$ cat src/rtl/memory_access_pkg.sv
// Shared definitions for the MEM stage: funct3 encodings, FSM states,
// byte-enable patterns and small decode helpers.
package memory_access_pkg;

  // Load encodings
  localparam logic [2:0] F3_LB  = 3'b000;
  localparam logic [2:0] F3_LH  = 3'b001;
  localparam logic [2:0] F3_LW  = 3'b010;
  localparam logic [2:0] F3_LBU = 3'b100;
  localparam logic [2:0] F3_LHU = 3'b101;

  // Store encodings
  localparam logic [2:0] F3_SB  = 3'b000;
  localparam logic [2:0] F3_SH  = 3'b001;
  localparam logic [2:0] F3_SW  = 3'b010;

  // Access size carried in funct3[1:0]
  localparam logic [1:0] SIZE_B   = 2'b00;
  localparam logic [1:0] SIZE_H   = 2'b01;
  localparam logic [1:0] SIZE_W   = 2'b10;
  localparam logic [1:0] SIZE_BAD = 2'b11;

  // Byte-enable patterns
  localparam logic [3:0] BE_BYTE0   = 4'b0001;
  localparam logic [3:0] BE_HALF_LO = 4'b0011;
  localparam logic [3:0] BE_HALF_HI = 4'b1100;
  localparam logic [3:0] BE_WORD    = 4'b1111;

  typedef enum logic {
    S_IDLE = 1'b0,
    S_WAIT = 1'b1
  } state_t;

  // An access is dropped when its size code is reserved (011/111) or the
  // address is not naturally aligned for the access size.
  function automatic logic access_dropped(input logic [2:0] funct3,
                                          input logic [1:0] byte_off);
    logic dropped;
    case (funct3[1:0])
      SIZE_B:  dropped = 1'b0;
      SIZE_H:  dropped = byte_off[0];
      SIZE_W:  dropped = (byte_off != 2'b00);
      default: dropped = 1'b1;
    endcase
    return dropped;
  endfunction

endpackage

$ cat src/rtl/memory_access_load_align.sv
// Combinational load extraction: picks the addressed byte/half out of the
// full read word and sign- or zero-extends it according to funct3.
module memory_access_load_align
  import memory_access_pkg::*;
(
  input  logic [31:0] rdata,
  input  logic [1:0]  byte_off,
  input  logic [2:0]  funct3,
  output logic [31:0] result
);

  logic [7:0]  byte_sel;
  logic [15:0] half_sel;

  // Select the lane, then extend it to 32 bits.
  always_comb begin
    byte_sel = rdata[{byte_off, 3'b000} +: 8];
    half_sel = byte_off[1] ? rdata[31:16] : rdata[15:0];
    case (funct3)
      F3_LB:   result = {{24{byte_sel[7]}}, byte_sel};
      F3_LH:   result = {{16{half_sel[15]}}, half_sel};
      F3_LBU:  result = {24'd0, byte_sel};
      F3_LHU:  result = {16'd0, half_sel};
      default: result = rdata;
    endcase
  end

endmodule

$ cat src/rtl/memory_access.sv
// MEM stage of the RV32IM pipeline. Issues data-memory requests for loads
// and stores, aligns store data and byte enables, extracts load data and
// passes non-memory results straight to the MEM/WB register. mem_stall
// holds the upstream stages while an access is outstanding.
module memory_access
  import memory_access_pkg::*;
#(
  parameter int ADDR_WIDTH     = 12,
  parameter int TIMEOUT_CYCLES = 16
) (
  input  logic                  clk,
  input  logic                  reset,
  input  logic                  ex_mem_valid,
  input  logic [31:0]           ex_mem_alu_result,
  input  logic [31:0]           ex_mem_rs2_data,
  input  logic                  ex_mem_mem_read,
  input  logic                  ex_mem_mem_write,
  input  logic [2:0]            ex_mem_funct3,
  input  logic [4:0]            ex_mem_rd,
  input  logic                  ex_mem_reg_write,
  output logic                  dmem_req,
  output logic                  dmem_we,
  output logic [ADDR_WIDTH-1:0] dmem_addr,
  output logic [3:0]            dmem_be,
  output logic [31:0]           dmem_wdata,
  input  logic                  dmem_ready,
  input  logic [31:0]           dmem_rdata,
  output logic                  mem_stall,
  output logic                  mem_wb_valid,
  output logic [31:0]           mem_wb_result,
  output logic [4:0]            mem_wb_rd,
  output logic                  mem_wb_reg_write,
  output logic                  misaligned,
  output logic                  bus_error
);

  localparam int CNT_W = $clog2(TIMEOUT_CYCLES + 1);
  localparam logic [CNT_W-1:0] CNT_LAST = CNT_W'(TIMEOUT_CYCLES - 1);

  state_t state_reg, state_next;
  logic [CNT_W-1:0] tmo_cnt_reg, tmo_cnt_next;

  // Request fields, held stable for the whole WAIT period
  logic                  dmem_req_reg,   dmem_req_next;
  logic                  dmem_we_reg,    dmem_we_next;
  logic [ADDR_WIDTH-1:0] dmem_addr_reg,  dmem_addr_next;
  logic [3:0]            dmem_be_reg,    dmem_be_next;
  logic [31:0]           dmem_wdata_reg, dmem_wdata_next;

  // Bookkeeping for the outstanding access
  logic [2:0] funct3_reg,    funct3_next;
  logic [1:0] byte_off_reg,  byte_off_next;
  logic [4:0] rd_reg,        rd_next;
  logic       reg_write_reg, reg_write_next;

  // MEM/WB register and event pulses
  logic        wb_valid_reg,     wb_valid_next;
  logic [31:0] wb_result_reg,    wb_result_next;
  logic [4:0]  wb_rd_reg,        wb_rd_next;
  logic        wb_reg_write_reg, wb_reg_write_next;
  logic        misaligned_reg,   misaligned_next;
  logic        bus_error_reg,    bus_error_next;

  logic        stall_raw;
  logic        is_mem_op;
  logic        drop_op;
  logic [1:0]  in_off;
  logic [3:0]  be_calc;
  logic [31:0] wdata_calc;
  logic [31:0] load_result;

  memory_access_load_align u_load_align (
    .rdata    (dmem_rdata),
    .byte_off (byte_off_reg),
    .funct3   (funct3_reg),
    .result   (load_result)
  );

  // Decode the incoming op: lane enables and replicated store data.
  always_comb begin
    in_off    = ex_mem_alu_result[1:0];
    is_mem_op = ex_mem_mem_read | ex_mem_mem_write;
    drop_op   = access_dropped(ex_mem_funct3, in_off);
    case (ex_mem_funct3[1:0])
      SIZE_B: begin
        be_calc    = BE_BYTE0 << in_off;
        wdata_calc = {4{ex_mem_rs2_data[7:0]}};
      end
      SIZE_H: begin
        be_calc    = in_off[1] ? BE_HALF_HI : BE_HALF_LO;
        wdata_calc = {2{ex_mem_rs2_data[15:0]}};
      end
      default: begin
        be_calc    = BE_WORD;
        wdata_calc = ex_mem_rs2_data;
      end
    endcase
  end

  // Next-state logic: accept ops in IDLE, wait for ready or timeout in WAIT.
  always_comb begin
    state_next        = state_reg;
    tmo_cnt_next      = tmo_cnt_reg;
    dmem_we_next      = dmem_we_reg;
    dmem_addr_next    = dmem_addr_reg;
    dmem_be_next      = dmem_be_reg;
    dmem_wdata_next   = dmem_wdata_reg;
    funct3_next       = funct3_reg;
    byte_off_next     = byte_off_reg;
    rd_next           = rd_reg;
    reg_write_next    = reg_write_reg;
    wb_valid_next     = 1'b0;
    wb_result_next    = 32'd0;
    wb_rd_next        = 5'd0;
    wb_reg_write_next = 1'b0;
    misaligned_next   = 1'b0;
    bus_error_next    = 1'b0;
    stall_raw         = 1'b0;

    case (state_reg)
      S_IDLE: begin
        tmo_cnt_next = '0;
        if (ex_mem_valid) begin
          if (!is_mem_op) begin
            wb_valid_next     = 1'b1;
            wb_result_next    = ex_mem_alu_result;
            wb_rd_next        = ex_mem_rd;
            wb_reg_write_next = ex_mem_reg_write;
          end else if (drop_op) begin
            misaligned_next = 1'b1;
          end else begin
            // A set mem_read wins, so read+write behaves as a load.
            state_next      = S_WAIT;
            stall_raw       = 1'b1;
            dmem_we_next    = ~ex_mem_mem_read;
            dmem_addr_next  = {ex_mem_alu_result[ADDR_WIDTH-1:2], 2'b00};
            dmem_be_next    = be_calc;
            dmem_wdata_next = wdata_calc;
            funct3_next     = ex_mem_funct3;
            byte_off_next   = in_off;
            rd_next         = ex_mem_rd;
            reg_write_next  = ex_mem_reg_write;
          end
        end
      end
      S_WAIT: begin
        if (dmem_ready) begin
          state_next        = S_IDLE;
          tmo_cnt_next      = '0;
          wb_valid_next     = 1'b1;
          wb_result_next    = dmem_we_reg ? 32'd0 : load_result;
          wb_rd_next        = rd_reg;
          wb_reg_write_next = ~dmem_we_reg & reg_write_reg;
        end else if (tmo_cnt_reg == CNT_LAST) begin
          // Abort; upstream is released this cycle so the op is not re-issued.
          state_next     = S_IDLE;
          tmo_cnt_next   = '0;
          bus_error_next = 1'b1;
        end else begin
          stall_raw    = 1'b1;
          tmo_cnt_next = tmo_cnt_reg + CNT_W'(1);
        end
      end
      default: state_next = S_IDLE;
    endcase

    dmem_req_next = (state_next == S_WAIT);
  end

  // State, request and MEM/WB registers with synchronous reset.
  always_ff @(posedge clk) begin
    if (reset) begin
      state_reg        <= S_IDLE;
      tmo_cnt_reg      <= '0;
      dmem_req_reg     <= 1'b0;
      dmem_we_reg      <= 1'b0;
      dmem_addr_reg    <= '0;
      dmem_be_reg      <= 4'd0;
      dmem_wdata_reg   <= 32'd0;
      funct3_reg       <= 3'd0;
      byte_off_reg     <= 2'd0;
      rd_reg           <= 5'd0;
      reg_write_reg    <= 1'b0;
      wb_valid_reg     <= 1'b0;
      wb_result_reg    <= 32'd0;
      wb_rd_reg        <= 5'd0;
      wb_reg_write_reg <= 1'b0;
      misaligned_reg   <= 1'b0;
      bus_error_reg    <= 1'b0;
    end else begin
      state_reg        <= state_next;
      tmo_cnt_reg      <= tmo_cnt_next;
      dmem_req_reg     <= dmem_req_next;
      dmem_we_reg      <= dmem_we_next;
      dmem_addr_reg    <= dmem_addr_next;
      dmem_be_reg      <= dmem_be_next;
      dmem_wdata_reg   <= dmem_wdata_next;
      funct3_reg       <= funct3_next;
      byte_off_reg     <= byte_off_next;
      rd_reg           <= rd_next;
      reg_write_reg    <= reg_write_next;
      wb_valid_reg     <= wb_valid_next;
      wb_result_reg    <= wb_result_next;
      wb_rd_reg        <= wb_rd_next;
      wb_reg_write_reg <= wb_reg_write_next;
      misaligned_reg   <= misaligned_next;
      bus_error_reg    <= bus_error_next;
    end
  end

  // Stall stays low while reset is held so every output reads 0 in reset.
  assign mem_stall        = stall_raw & ~reset;
  assign dmem_req         = dmem_req_reg;
  assign dmem_we          = dmem_we_reg;
  assign dmem_addr        = dmem_addr_reg;
  assign dmem_be          = dmem_be_reg;
  assign dmem_wdata       = dmem_wdata_reg;
  assign mem_wb_valid     = wb_valid_reg;
  assign mem_wb_result    = wb_result_reg;
  assign mem_wb_rd        = wb_rd_reg;
  assign mem_wb_reg_write = wb_reg_write_reg;
  assign misaligned       = misaligned_reg;
  assign bus_error        = bus_error_reg;

endmodule

$ cat config.mk
export PLATFORM = sky130hd
export DESIGN_NAME = memory_access
export DESIGN_NICKNAME = d
export VERILOG_FILES = /design/src/rtl/memory_access_pkg.sv /design/src/rtl/memory_access_load_align.sv /design/src/rtl/memory_access.sv
export SDC_FILE = /design/constraint.sdc
export NUM_CORES = 1
export LEC_CHECK = 0
export CORE_MARGIN = 3
export CORE_UTILIZATION = 43
export DETAILED_ROUTE_END_ITERATION = 6
export GPL_TIMING_DRIVEN = 1
export PLACE_DENSITY = 0.81
export SYNTH_ARGS = -nofsm -noshare
export SYNTH_HDL_FRONTEND = slang
export SYNTH_HIERARCHICAL = 1
export SYNTH_SLANG_ARGS = --single-unit
$ cat constraint.sdc
create_clock -name clk -period 2.5 [get_ports clk]
set_input_delay 0.625 -clock clk [delete_from_list [all_inputs] [get_ports clk]]
set_output_delay 0.625 -clock clk [all_outputs]
set_load 0.01 [all_outputs]
# After elaboration in Yosys (flattened, before gate mapping)
# Cells that the tools add are included.
# totals
register_bits	105
input_bits	111
output_inout_bits	92
wordCells	75
# op_classes
n_addsub	1
n_eq_ne	6
shifts	2
muxes	34
bitwise	10
n_reduce_logical	6
# ops
operator	count
$mux 32	4
$pmux 32 s2	2
$pmux 32 s4	1
$shiftx 32x6->8	1
$mux 5	5
$pmux 5 s2	2
$mux 16	1
$mux 1	13
$pmux 4 s2	1
$not 1->1	7
$eq 3x3->1 const B	2
$pmux 1 s2	3
$add 5x1->5 const B	1
$eq 5x4->1 const B	1
$mux 4	1
$reduce_and 4->1	1
$reduce_or 4->1	1
$shl 1x2->4 const A	1
$eq 3x1->1 const B	1
$logic_not 3->1	1
$pmux 1 s3	1
$reduce_or 3->1	1
$and 1x1->1	2
$eq 2x1->1 const B	1
other kinds (4)	4

# Depth between registers and ports, before layout
# Gate-level depths: netlist of the first run.
# depth
depth_word	7
ltp_mapped	7
mapped_depth_nobuf	5

# By module
# The synthesis of the first run kept the hierarchy.
# modules_own_cells
module	instances	cells_each	area_per_inst_um2	seq_area_each_um2
memory_access	1	455	4003.8	2102.0
memory_access_load_align	1	118	760.7	0.0

# Worst setup path after synthesis of the first run
# OpenSTA, ideal clock, no wires.
# synth_path
kind	register to output
startpoint	register tmo_cnt_reg[0]
endpoint	output mem_stall
t_arrival_ns	1.740
t_required_ns	1.875
slack_ns	0.135
stages_incl_launch_ff	7
path_buffers	1
path_cell_list	dfxtp_1 -> ha_1 -> and3_1 -> ha_1 -> or4b_2 -> clkbuf_1 -> o31ai_1
# synth_via
elab_chain_cells	5
# synth_lines
element	line_no	rtl
start: declaration	memory_access.sv:41	logic [CNT_W-1:0] tmo_cnt_reg, tmo_cnt_next;
start signal: assignment	memory_access.sv:192	tmo_cnt_reg <= tmo_cnt_next;
$eq 5x4->1	memory_access.sv:154	end else if (tmo_cnt_reg == CNT_LAST) begin
$mux 1	memory_access.sv:154	
$mux 1	memory_access.sv:147	if (dmem_ready) begin
$pmux 1 s2	memory_access.sv:120	case (state_reg)
$and 1x1->1	memory_access.sv:212	assign mem_stall = stall_raw & ~reset;
end: declaration	memory_access.sv:28	output logic mem_stall,
# No other way between the ends.

# Final worst setup path of the first run
# Ends and elaborated chain as after synthesis.

==> flow_metrics.tcl, run 1 <==
set metrics [dict create \
    die_area_um2 12400 \
    fp-row-count 37 \
    numPortBuffers 200 \
    leakage_nw 2.65 \
    areaGrowthSynthToFinish_pct 51.6 \
    dpl.hpwl_um 11200 \
    drcViolationCount 0 \
    endpoint "mem_stall" \
    cpMostUsedCell "ha_4" \
    grt_pass1_vias 4923 \
    cts_inserted_buffers 9 \
    cp_max_fo 2 \
    num-nets-final 876 \
    htree_levels 3 \
    cts_tree "done" \
    first_pass_iters 6 \
    violations "negative setup slack" \
    min_period_ps 2580 \
    finalSetupViolCount 1 \
    clk_latency_ps 370 \
    reg2reg_from "funct3_reg[0]" \
    relSlewSlack_pct 30.2 \
    drive_above_1_share_pct 8.59 \
    final.setup.worst_slack_ps -76.1 \
    fin_setup_tns_ps -76.1 \
    synth_flop_cell "dfxtp_1" \
    drtAntennaViolNets 0 \
    io_pins 203 \
    cp_slowest_cell "or4b_4" \
    startpoint_type "register" \
    die_h_um 111 \
    r2r_cells 5 \
    yosysWarningCount 6 \
    vdd_ir_drop_max_mv 0.277 \
    maxCapViolations 0 \
    grtUsageTotal_pct 24.6 \
    ctsHoldBuffers 0 \
    r2r_slack_ps 570 \
    routabilityCongestion 0.858 \
    path_clk_slew_ps 110 \
    cts_buffer_depth 2 \
    crit_chain "ha_4, and3_4, ha_4, or4b_4, o31ai_4, buf_2" \
    r2r_end "mem_wb_result[1]" \
    power.total_w 0.00372 \
    antenna_found_initial 0 \
    synth-seq-cells 105 \
    timing_hold_violations_final 0 \
    globalRouteOverflowTotal 0 \
    num_antenna_cells 0 \
    netlist_instances 573 \
    slowest_delay_ps 520 \
    synth.distinct_cells 43 \
    start_util_pct 45.1 \
    postSynth.asyncResetShare_pct 0 \
    arrival_ps 1950 \
    synth_edf_count 0 \
    die_w_um 111 \
    grt_setup_unrepaired "true" \
    period_share_pct 103 \
    avgRoutedWirePerCell_um 17.3 \
    vias 4996 \
    power_density_nw_per_um2 515 \
    crit_path_start "tmo_cnt_reg[0]" \
    endpoint_kind "output pin" \
    crit_required_ps 1880 \
    tightestPinTransition_ps 1050 \
    status "finished, violations left" \
    hold_path_class "reg -> reg" \
    path_class "reg -> out" \
    grt_max_degree 101 \
    avgSynthCellArea_um2 8.32 \
    slew_violations 0 \
    fmax_ghz 0.388 \
    drt-initial-drc-count 449 \
    via_per_inst 5.53 \
    finalWirelength_um 15600 \
    seq_area_frac_synth_pct 44.1 \
    core_area_um2 10600 \
    fin_skew_ps 16.6 \
    grt_pass1_wl_um 25100 \
    cts.sinks 105 \
    cts_root_buf "clkbuf_8" \
    netlist_area_um2 4760 \
]
[synth_stat cells (2+ instances only)]
cell type	count	share of area (%)
a211oi_1	11	1.7
a21oi_1	47	4.9
a22oi_1	39	6.1
a311oi_1	10	1.8
and2_1	2	0.26
buf_2	16	1.7
buf_4	6	0.95
buf_6	7	1.7
clkbuf_1	23	1.8
dfxtp_1	105	44
ha_1	2	0.53
inv_1	7	0.55
mux2_2	2	0.47
mux2i_1	29	6.1
nand2_1	105	8.3
nand2b_1	3	0.39
nand3_1	17	1.8
nand3b_1	9	1.4
nor2_1	68	5.4
nor2b_1	9	1.2
nor3_1	2	0.21
o211ai_1	13	2.0
o21ai_0	13	1.4
o22a_1	8	1.5
o31ai_1	2	0.32
[logic make-up after synthesis]
logic type               Yosys count  synth area share, %
AO/OA/AOI/OAI                    148                 20.8
XOR/XNOR                           2                0.368
adder cells (fa/ha/maj)            2                0.525
buffers and inverters             61                 6.80
flip-flops                       105                 44.1
multiplexers                      32                 7.04
other                              1               0.0787
AND/OR/NAND/NOR                  222                 20.2
[layout make-up]
class                           count  area (um2)
Clock buffer                        9         124
Tap cell                          136         170
Fill cell                         857        3330
Multi-Input combinational cell    408        2420
Clock inverter                      7         100
Inverter                            8        30.0
Sequential cell                   105        2100
Timing Repair Buffer              231        2280
[layer usage]
| layer | up-vias | share of wire [%] | GRT usage, % |
|---|---|---|---|
| met5 | - | 0 | 0 |
| met4 | 0 | 3.0 | 8.27 |
| met3 | 40 | 10 | 8.13 |
| met2 | 259 | 50 | 43.8 |
| met1 | 2321 | 37 | 27.6 |
| li1 | 2376 | - | - |
[power by group]
group | switching, W | leakage (nW) | internal [W]
Combinational | 0.000366 | 1.68 | 0.000426
Clock | 0.000645 | 0.111 | 0.000495
Sequential | 0.0000437 | 0.855 | 0.00174
[per-stage QoR]
stage          hold WS, ps  utilization (%)  setup slack, ps  cells  area (um2)
6_report               463             68.4            -76.1    904        7220
3_3_place_gp           442             65.7             -513    885        6930
5_1_grt                494             68.4             -144    904        7220
4_1_cts                464             68.3            -66.8    903        7210
3_5_place_dp           448             65.7             -512    885        6930
2_1_floorplan          418                -              135    574        4770
[worst min path at each step]
stage,startpoint,end,slack (ps),depth (start not counted)
4_1_cts,rd_reg[4],rd_reg[4],460,2
3_5_place_dp,rd_reg[4],rd_reg[4],450,2
3_3_place_gp,rd_reg[0],rd_reg[0],440,2
2_1_floorplan,tmo_cnt_reg[0],tmo_cnt_reg[0],420,1
5_1_grt,rd_reg[4],rd_reg[4],490,2
6_report,dmem_addr[8],dmem_addr[8],460,2
[what timing repair did]
action | in CTS | in global routing
buffers inserted | 2 | 1
pin swaps | 3 | 2
endpoints found under the hold margin | 0 | 0
resized for setup | 13 | 1
endpoints found under the setup margin | 1 | 1
[placed cells by master, fill, tap and decap left out, types with 2 or more instances in the layout]
master	Yosys	final
nand3b_1	9	9
nor2_1	68	68
conb_1	1	2
dfxtp_2	0	2
o211ai_1	13	13
ha_4	0	2
clkdlybuf4s50_1	0	198
o21ai_0	13	13
mux2_2	2	2
a311oi_1	10	10
nand2b_1	3	3
clkbuf_8	0	9
a21oi_1	47	47
nand2_1	105	105
o22a_1	8	8
a22oi_1	39	39
dfxtp_1	105	103
buf_12	0	4
mux2i_1	29	29
inv_1	7	7
and2_1	2	2
nand3_1	17	17
a211oi_1	11	11
clkinv_8	0	2
nor2b_1	9	8
clkinv_4	0	2
buf_4	6	28
nor3_1	2	2
[worst max-delay path: cells and delay by family, from the launching register on]
family,cells,cell delay (ps)
buf+inv,1,160
fa+ha+maj,2,320
compound gates,1,70
simple gates,2,670
flops,1,360
(Power assumes the default switching activity.)
==> run 2: changes to the inputs <==
- ABC_AREA: unset -> 1
- CORE_UTILIZATION: 43 -> 45
- CTS_CLUSTER_SIZE: unset -> 14
==> run 2 against run 1 <==
Effect of this change: the run now ends clean; global-route usage is 1.1 points lower; non-clock buffer count is 7 lower; hold slack worse by 6.2 ps; clock skew decreased by 9.9 ps; maximum frequency is 8.7% higher; die area rose by 8.7%; sequential cell count unchanged; critical endpoint unchanged; largest cell class unchanged.
==> flow_metrics.tcl, run 2 <==
set metrics [dict create \
    synth.distinct_cells 35 \
    relSlewSlack_pct 55.0 \
    post_cts_buffers 0 \
    drcViolationCount 0 \
    start_util_pct 46.9 \
    finalWirelength_um 16000 \
    timing_hold_violations_final 0 \
    cpLargestDelayFamily "buffers and inverters" \
    dpl.hpwl_um 11700 \
    core_area_um2 11600 \
    p_int_w 0.00303 \
    htree_levels 3 \
    synth_area_leaders "dfxtp_1, nand2_1, nor2_1, inv_1, nand3_1" \
    period_share_pct 94.8 \
    globalRouteOverflowTotal 0 \
    netlist_area_um2 5450 \
    cp_max_fo 3 \
    power.total_w 0.00416 \
    vias 5821 \
    endpoint_kind "output pin" \
    io_pins 203 \
    layout_commonest_cell "nand2_1" \
    avgSynthCellArea_um2 6.33 \
    grt_max_degree 52 \
    synth_edf_count 0 \
    die_h_um 116 \
    seq_power_share_pct 43.3 \
    arrival_ps 1750 \
    numPortBuffers 200 \
    crit_required_ps 1880 \
    cts_buffer_depth 2 \
    fp-row-count 39 \
    final_cell_mix "nand2_1, clkdlybuf4s50_1, nor2_1" \
    areaGrowthSynthToFinish_pct 44.3 \
    finalSetupViolCount 0 \
    first_pass_iters 5 \
    drtAntennaViolNets 0 \
    maxCapViolations 0 \
    die_w_um 116 \
    clk_latency_ps 350 \
    swShare_pct 27.3 \
    antenna_found_initial 0 \
    num-nets-final 1162 \
    fin_hold_ws_ps 457 \
    drt-initial-drc-count 470 \
    cts_root_buf "clkbuf_16" \
    min_period_ps 2370 \
    pwr-share-comb_pct 22.8 \
    cts.sinks 105 \
    status "complete, no violations" \
    slowest_delay_ps 470 \
    vdd_ir_drop_max_mv 0.441 \
    fin_setup_tns_ps 0 \
    crit_chain "clkdlybuf4s50_1, o21ai_2, nand2_2, o21ai_0, clkbuf_2" \
    leakage_nw 3.66 \
    synth_flop_cell "dfxtp_1" \
    synth-seq-cells 105 \
    grt_pass1_wl_um 25300 \
    cts_tree "done" \
    switchingPower_w 0.00114 \
    slew_violations 0 \
    synth_most_common_cell "nand2_1" \
    fill_cells 1018 \
    die_area_um2 13500 \
    grtUsageTotal_pct 23.5 \
    tightestPinTransition_ps 674 \
    ys_top_cells_by_count "nand2_1, nor2_1, dfxtp_1" \
    cp_slowest_cell "clkdlybuf4s50_1" \
    via_per_inst 4.86 \
    hold_path_class "reg -> reg" \
    fin_skew_ps 6.67 \
    netlist_instances 861 \
    seqCellArea_um2 2100 \
    avgRoutedWirePerCell_um 13.3 \
    path_buf_inv 2 \
    yosysWarningCount 6 \
    power_density_nw_per_um2 530 \
    fin_cells 1197 \
    postSynth.asyncResetShare_pct 0 \
    routabilityCongestion 0.905 \
    fmax_ghz 0.422 \
    path_clk_slew_ps 70 \
    synth_area_leader_cell "dfxtp_1" \
    dp_cells 1181 \
    multiInputGateArea_um2 2730 \
    drive_above_1_share_pct 7.69 \
    path_class "in -> out" \
    clkPwrFrac_pct 33.9 \
    num_antenna_cells 0 \
    grt_pass1_vias 5409 \
    grt_setup_unrepaired "false" \
    yosysTopAreaCellShare_pct 38.6 \
    cts_inserted_buffers 9 \
    startpoint_type "input port" \
    seq_area_frac_synth_pct 38.6 \
]
run 2: layer usage:
layer / wire length, um / global-route usage [%] / vias up
met1: 6750 / 28.9 / 2574
li1: - / - / 2986
met4: 327 / 6.65 / 0
met2: 7490 / 39.5 / 233
met5: 0 / 0 / -
met3: 1400 / 7.73 / 28
run 2: layout make-up:
class | instances | share of cell area [%]
Multi-Input combinational cell | 616 | 34.7
Timing Repair Buffer | 224 | 28.1
Sequential cell | 105 | 26.7
Inverter | 93 | 4.53
Clock buffer | 13 | 3.18
Tap cell | 143 | 2.28
Clock inverter | 3 | 0.509
run 2: logic make-up (layout without fill, tap and decap cells):
logic type	count (synthesis)	after routing	share of synthesized area, %
flops	105	105	38.6
buf+inv	141	333	11.9
fa+ha+maj	2	2	0.459
simple gates	546	546	42.2
compound gates	66	66	6.82
other cells	1	2	0.0688
run 2: power by group through the flow:
stage	clock, W	combinational, W	sequential (W)
CTS	0.00145	0.000953	0.00180
floorplan	0	0.000476	0.00187
global route	0.00151	0.00106	0.00181
finish	0.00141	0.000949	0.00180
detailed placement	0	0.000942	0.00184
global placement	0	0.000934	0.00184
run 2: stage by stage:
stage | cell area [um2] | setup WS [ps] | util (%)
floorplan | 5450 | 474 | -
global placement | 7570 | -305 | 65.1
detailed placement | 7570 | -314 | 65.1
CTS | 7870 | 10.8 | 67.8
global route | 7860 | 38.7 | 67.7
finish | 7860 | 129 | 67.7
run 2: worst paths after layout:
check	cells past startpoint	start	end	slack, ps
max	5	ex_mem_funct3[0]	mem_stall	130
min	1	tmo_cnt_reg[0]	tmo_cnt_reg[0]	460
max reg2reg	9	byte_off_reg[1]	mem_wb_result[31]	600
min reg2reg	1	tmo_cnt_reg[0]	tmo_cnt_reg[0]	460
run 2: repair_timing:
action / 4_1_cts / 5_1_grt
resized for setup: 6 / 1
hold endpoints to repair: 0 / 0
hold buffers: 0 / 0
pin swaps: 0 / 1
endpoints found under the setup margin: 1 / 1
